--- config.mk ---
export PLATFORM = sky130hd
export DESIGN_NAME = calc_unit
export DESIGN_NICKNAME = d
export VERILOG_FILES = /design/src/rtl/calc_unit.sv
export SDC_FILE = /design/constraint.sdc
export NUM_CORES = 1
export LEC_CHECK = 0
export CORE_ASPECT_RATIO = 0.7
export CORE_MARGIN = 3
export CORE_UTILIZATION = 57
export CTS_BUF_LIST = sky130_fd_sc_hd__clkbuf_8
export DETAILED_ROUTE_END_ITERATION = 12
export DONT_BUFFER_PORTS = 1
export PLACE_DENSITY = 0.72
export SLEW_MARGIN = 0
export SYNTH_ARGS = -nofsm -noshare
export SYNTH_HDL_FRONTEND = slang
export SYNTH_SLANG_ARGS = --single-unit
--- constraint.sdc ---
create_clock -name clk -period 2.8 [get_ports clk]
set_input_delay 0.42 -clock clk [delete_from_list [all_inputs] [get_ports clk]]
set_output_delay 0.42 -clock clk [all_outputs]
set_load 0.05 [all_outputs]
--- src/rtl/calc_unit.sv ---
// calc_unit: 16-bit accumulator calculator driven by a 32-bit RISC-V-style ALU
//   clk  - system clock, state changes on rising edge
//   btnu - asynchronous active-low reset, clears the accumulator
//   btnl/btnc/btnr - operation select {msb, mid, lsb}
//   btnd - level-sensitive execute enable
//   sw   - operand B
//   led  - accumulator value
module calc_unit (
  input  logic        clk,
  input  logic        btnu,
  input  logic        btnc,
  input  logic        btnl,
  input  logic        btnr,
  input  logic        btnd,
  input  logic [15:0] sw,
  output logic [15:0] led
);
  logic [15:0] acc_q, acc_d;
  logic [31:0] a, b, res;
  logic [4:0]  sh;
  logic [2:0]  op;
  assign op = {btnl, btnc, btnr};
  assign a  = {{16{acc_q[15]}}, acc_q};
  assign b  = {{16{sw[15]}}, sw};
  assign sh = b[4:0];
  always_comb begin
    res = 32'd0;
    case (op)
      3'b000:  res = a & b;
      3'b001:  res = a | b;
      3'b010:  res = a + b;
      3'b011:  res = a - b;
      3'b100:  res = {31'd0, $signed(a) < $signed(b)};
      3'b101:  res = a << sh;
      3'b110:  res = $unsigned($signed(a) >>> sh);
      default: res = a ^ b;
    endcase
    acc_d = btnd ? res[15:0] : acc_q;
  end
  always_ff @(posedge clk or negedge btnu)
    if (!btnu) acc_q <= 16'h0000;
    else acc_q <= acc_d;
  assign led = acc_q;
endmodule

==> run_results.csv, run 1 <==
group,metric,value,unit
job,maxCapViolations,0,
routing,firstDrtPassIters,6,
clock_network,postCtsSetupRepairBufs,0,
finish,drive_above_1_share,0.144,
routing,drc,0,
setup_path,crit_family,"compound AO/OA/AOI/OAI gates",
clock_network,cts_max_level,1,
timing,hold_viol,0,
timing,fin_skew,0.00159,ns
routing,viasPerCell,7.01,
timing,finalCritPeriodShare,0.981,
setup_path,required,3.00,ns
yosys,syn-cell-area,0.00430,mm^2
timing,setup_viol,0,
finish,area_delta_synth_final,8.67,%
setup_path,crit_chain,"inv_1, ha_1, fa_1, o21ba_2, o2111ai_2, a31oi_2, o21ai_2, a311oi_2, xnor2_1, o221a_1, a211oi_2",
setup_path,crit_cells,11,
timing,worst_pin_slew,1.09,ns
setup_path,crit_buf_inv,1,
die,core_region_area,0.00704,mm^2
yosys,syn_avg_cell_area,7.02,um^2
finish,antennaDiodeCount,0,
timing,slew_violations,0,
clock_network,root_buffer,"clkbuf_8",
timing,fin_crit,2.75,ns
yosys,seq_area_frac_synth,0.0931,
setup_path,rr_worst_depth,11,
setup_path,cp_max_fo,3,
finish,mostFrequentLayoutCell,"nor2_1",
worst_hold_path,min_path_type,"input port to flop",
yosys,synth-seq-cells,16,
yosys,ys_warn_count,0,
routing,first_iter_violations,801,
setup_path,cp.arrival,2.95,ns
grt,grt_usage,0.393,
timing,max_clock_freq,364,MHz
setup_path,slowest_delay,0.42,ns
routing,vias,4985,
grt,grt_pass1_wl,25800,um
grt,antenna_found_initial,0,
die,rows,25,
timing,setup-tns-final,0,ns
yosys,synth_fp_nets,689,
die,dieArea,0.00864,mm^2
yosys,synth_edf_count,0,
pwr,p_total,0.00269,W
grt,grt_max_degree,48,
finish,largest_reg_flops,16,
clock_network,clk_pin_slew,0.10,ns
pwr,powerDensity,576,mW/mm^2
pwr,ir_worst_vdd,0.000334,V
finish,final_cell_mix,"nor2_1, a21oi_1, ha_1",
clock_network,clk_latency,0.28,ns
clock_network,numCtsBuffers,3,
setup_path,start_kind,"flop",
place,pre_cts_ws,-0.0710,ns
pwr,leakagePower,2.02,nW
routing,wire_per_inst,23.9,um
die,fp.dieH,78.7,um
timing,rsz0062_at_grt,"no",
finish,stdcell_count,711,
yosys,ys.flop_type,"dfrtp_1",
setup_path,path_class,"flop to flop",
setup_path,slowest_stage,"fa_1",
yosys,synthArstFlopShare,1.00,
status,status,"completed",
timing,layout_setup_ws,0.0528,ns
place,numPortBuffers,0,
clock_network,cts.sinks,16,
routing,wl,17000,um
finish,fillers,658,
routing,ant_nets,0,
finish,fin_nets,694,
die,pin_count,38,
grt,grt_pass1_vias,4513,
yosys,yosysUniqueCellTypes,63,
place,dp_hpwl,12800,um
die,initial_core_util,0.611,
clock_network,clock_path_buffers,2,
yosys,synthCells,613,
setup_path,endpoint_kind,"flop",
worst_hold_path,min_path_cells,1,
place,place.gp.congestion,1.02,
place,dp.cells,706,
grt,grt_overflow_total,0,
die,die_w,110,um
clock_network,cts_tree,"built",
timing,slew_headroom,0.273,
## cell type report
cell class	count	area, um^2	area share
clock buffers	4	55.1	0.0118
inverters	47	176	0.0377
multi-input cells	506	3590	0.767
flip-flops and latches	16	405	0.0867
well taps	94	118	0.0252
repair buffers	44	333	0.0712
## timing repair
item                                    4_1_cts  5_1_grt
endpoints found under the setup margin        2        5
endpoints found under the hold margin        16        0
gates resized for setup                       2       14
hold buffers                                  1        0
## worst paths after layout
path	start	endpoint	slack (ns)
hold reg to reg	led[3]	led[3]	0.72
min in group asynchronous	btnu	led[1]	0.77
setup reg to reg	led[0]	led[14]	0.05
setup / recovery	led[0]	led[14]	0.05
hold / removal	btnd	led[14]	0.21
max in group asynchronous	btnu	led[8]	1.29
## where the power goes
part	leakage [nW]	internal [W]	switching, W
combinational	1.80	0.000767	0.00127
clock	0.0288	0.000126	0.000137
sequential	0.185	0.000284	0.000112
total	2.02	0.00118	0.00151
## per-layer routing
layer	routed length [um]	GRT usage
met4	352	0.0797
met5	0	0
met3	2890	0.163
met1	7160	0.569
met2	6600	0.540
## stage by stage
stage               utilization  hold slack [ns]  instance area, um^2
finish                    0.664            0.210                 4670
global route              0.664            0.211                 4670
CTS                       0.658            0.226                 4630
detailed placement        0.647            0.125                 4560
global placement          0.647            0.125                 4560
floorplan                     -            0.124                 4310
## worst reg2reg max path: stages, from the launching register on
cell	delay, ns
dfrtp_2	0.38
inv_1	0.05
ha_1	0.20
fa_1	0.43
o21ba_2	0.27
o2111ai_2	0.27
a31oi_2	0.14
o21ai_2	0.17
a311oi_2	0.17
xnor2_1	0.17
o221a_1	0.28
a211oi_2	0.15
## cell usage after synthesis (all sizes together) (8+ instances only)
| cell | count | area [um^2] |
|---|---|---|
| xnor2 | 9 | 78.8 |
| inv | 46 | 173 |
| mux2i | 19 | 190 |
| clkbuf | 24 | 90.1 |
| a211oi | 20 | 150 |
| mux4 | 11 | 248 |
| dfrtp | 16 | 400 |
| nor2b | 10 | 62.6 |
| a21oi | 68 | 344 |
| nor3 | 17 | 85.1 |
| o21ai | 48 | 240 |
| nand2 | 35 | 131 |
| nand3 | 10 | 50.1 |
| ha | 52 | 651 |
| a31oi | 8 | 65.1 |
| o22ai | 9 | 56.3 |
| nor2 | 87 | 329 |
| o211ai | 8 | 60.1 |
| buf | 20 | 98.8 |
| o221ai | 8 | 70.1 |
## kinds of logic after synthesis
| kind of cell | Yosys count | synth area share |
|---|---|---|
| XOR/XNOR | 13 | 0.0265 |
| buffers and inverters | 91 | 0.0849 |
| AND/OR/NAND/NOR | 188 | 0.197 |
| multiplexers | 34 | 0.112 |
| flip-flops | 16 | 0.0931 |
| AO/OA/AOI/OAI | 217 | 0.326 |
| adder cells (fa/ha/maj) | 54 | 0.161 |
Note: power is estimated with default switching activity, not from simulation.
==> run 2: changes to the inputs <==
- CAP_MARGIN: not set -> 25
==> run_results.csv, run 2 (synthesized netlist as in run 1, its figures left out) <==
group,metric,value,unit
finish,antennaDiodeCount,0,
routing,ant_nets,0,
timing,slew_violations,0,
clock_network,numCtsBuffers,3,
grt,grt_overflow_total,0,
grt,gr-usage-met1,0.569,
place,dp_hpwl,12800,um
timing,whs,0.213,ns
clock_network,root_buffer,"clkbuf_8",
grt,grt_pass1_vias,4513,
pwr,clkPwrFrac,0.097,
job,maxCapViolations,0,
finish,largest_reg_flops,16,
routing,wire_per_inst,24.0,um
routing,firstDrtPassIters,7,
die,die_w,110,um
setup_path,required,3.00,ns
status,status,"completed",
timing,hold_viol,0,
routing,wl,17100,um
grt,antenna_found_initial,0,
setup_path,r2r-start,"led[0]",
setup_path,cp_max_fo,3,
routing,first_iter_violations,871,
clock_network,postCtsSetupRepairBufs,0,
timing,fin_crit,2.76,ns
finish,drive_above_1_share,0.146,
grt,grt_pass1_wl,25800,um
grt,grt_busiest_layer,"met1",
setup_path,start_kind,"flop",
setup_path,cp.arrival,2.96,ns
routing,vias,5126,
worst_hold_path,min-delay-start,"btnd",
timing,rsz0062_at_grt,"no",
finish,final_cell_mix,"nor2_1, a21oi_1, ha_1",
pwr,powerDensity,574,mW/mm^2
finish,mostFrequentLayoutCell,"nor2_1",
clock_network,clk_latency,0.28,ns
setup_path,path_class,"flop to flop",
pwr,power.sequential.fraction,0.147,
timing,max_clock_freq,362,MHz
timing,worst_pin_slew,0.787,ns
finish,fin_nets,695,
place,place.gp.congestion,1.02,
die,pin_count,38,
routing,viasPerCell,7.20,
pwr,intPower,0.00118,W
die,rows,25,
clock_network,cts.sinks,16,
die,dieArea,0.00864,mm^2
setup_path,worstSetupStartpoint,"led[0]",
clock_network,clock_path_buffers,2,
grt,grtUsageMet3,0.163,
clock_network,cts_tree,"built",
timing,setup-tns-final,0,ns
die,core_region_area,0.00704,mm^2
worst_hold_path,min_path_type,"input port to flop",
place,numPortBuffers,0,
clock_network,cts_max_level,1,
timing,slew_headroom,0.462,
pwr,sw_frac_of_total,0.562,
timing,fin_skew,0.00287,ns
timing,setup_viol,0,
pwr,ir_worst_vdd,0.000336,V
pwr,p_total,0.00270,W
clock_network,clk_pin_slew,0.10,ns
grt,grt_max_degree,48,
routing,drc,0,
pwr,power_switching,0.00152,W
die,fp.dieH,78.7,um
setup_path,endpoint_kind,"flop",
grt,met2_usage,0.540,
finish,final_util,0.668,
timing,finalCritPeriodShare,0.986,
grt,grt_usage,0.393,
finish,area_delta_synth_final,9.31,%
pwr,comb_power_share,0.756,
die,initial_core_util,0.611,
pwr,leakagePower,2.03,nW
[run 2: cell types whose count changed in the layout (fill, tap and decap cells not counted)]
| cell | delta |
|---|---|
| buf_16 | +1 |
[run 2: stage by stage]
stage | area, um^2 | cells | setup slack [ns]
floorplan | 4310 | 613 | -0.0957
global placement | 4560 | 706 | -0.00426
detailed placement | 4560 | 706 | -0.0710
CTS | 4630 | 711 | 0.0114
global route | 4700 | 712 | 0.00279
finish | 4700 | 712 | 0.0406
[run 2: worst max-delay path: stages (launching register included)]
cell and delay (ns):
dfrtp_2 0.38, inv_1 0.05, ha_1 0.20, fa_1 0.42, o21ba_2 0.26, o2111ai_2 0.26
a31oi_2 0.14, o21ai_2 0.17, a311oi_2 0.17, xnor2_1 0.17, o221a_1 0.28, a211oi_2 0.16
[run 2: area by class of cell]
type,count,area [um^2]
clock buffer,4,55.1
sequential,16,405
multi-input combinational,506,3590
timing repair buffer,45,360
tap,94,118
fill,653,2340
inverter,47,176
[run 2: metal layers]
layer / up-vias / part of all wire
met1: 2369 / 0.41
met2: 453 / 0.39
met3: 58 / 0.17
met4: 0 / 0.021
met5: - / 0
li1: 2246 / -
[run 2: power by group through the flow]
stage / clock, W / sequential [W] / combinational (W)
3_5_place_dp: 0 / 0.000386 / 0.00190
5_1_grt: 0.000263 / 0.000399 / 0.00216
3_3_place_gp: 0 / 0.000385 / 0.00187
6_report: 0.000263 / 0.000396 / 0.00204
4_1_cts: 0.000253 / 0.000384 / 0.00193
2_1_floorplan: 0 / 0.000567 / 0.00117
[run 2: final timing paths]
| kind | endpoint | slack [ns] | cells after the start |
|---|---|---|---|
| max in group asynchronous | led[8] | 1.90 | 2 |
| worst min register to register | led[3] | 0.73 | 2 |
| min in group asynchronous | led[0] | 0.47 | 1 |
| worst max-delay path | led[14] | 0.04 | 11 |
| worst min-delay path | led[14] | 0.21 | 1 |
| worst max register to register | led[14] | 0.04 | 11 |
[run 2: timing repair]
| action | in CTS | in global routing |
|---|---|---|
| hold buffers | 1 | 0 |
| gates cloned | 0 | 0 |
| hold endpoints to repair | 16 | 0 |
| endpoints found under the setup margin | 2 | 5 |
| resized for setup | 2 | 14 |
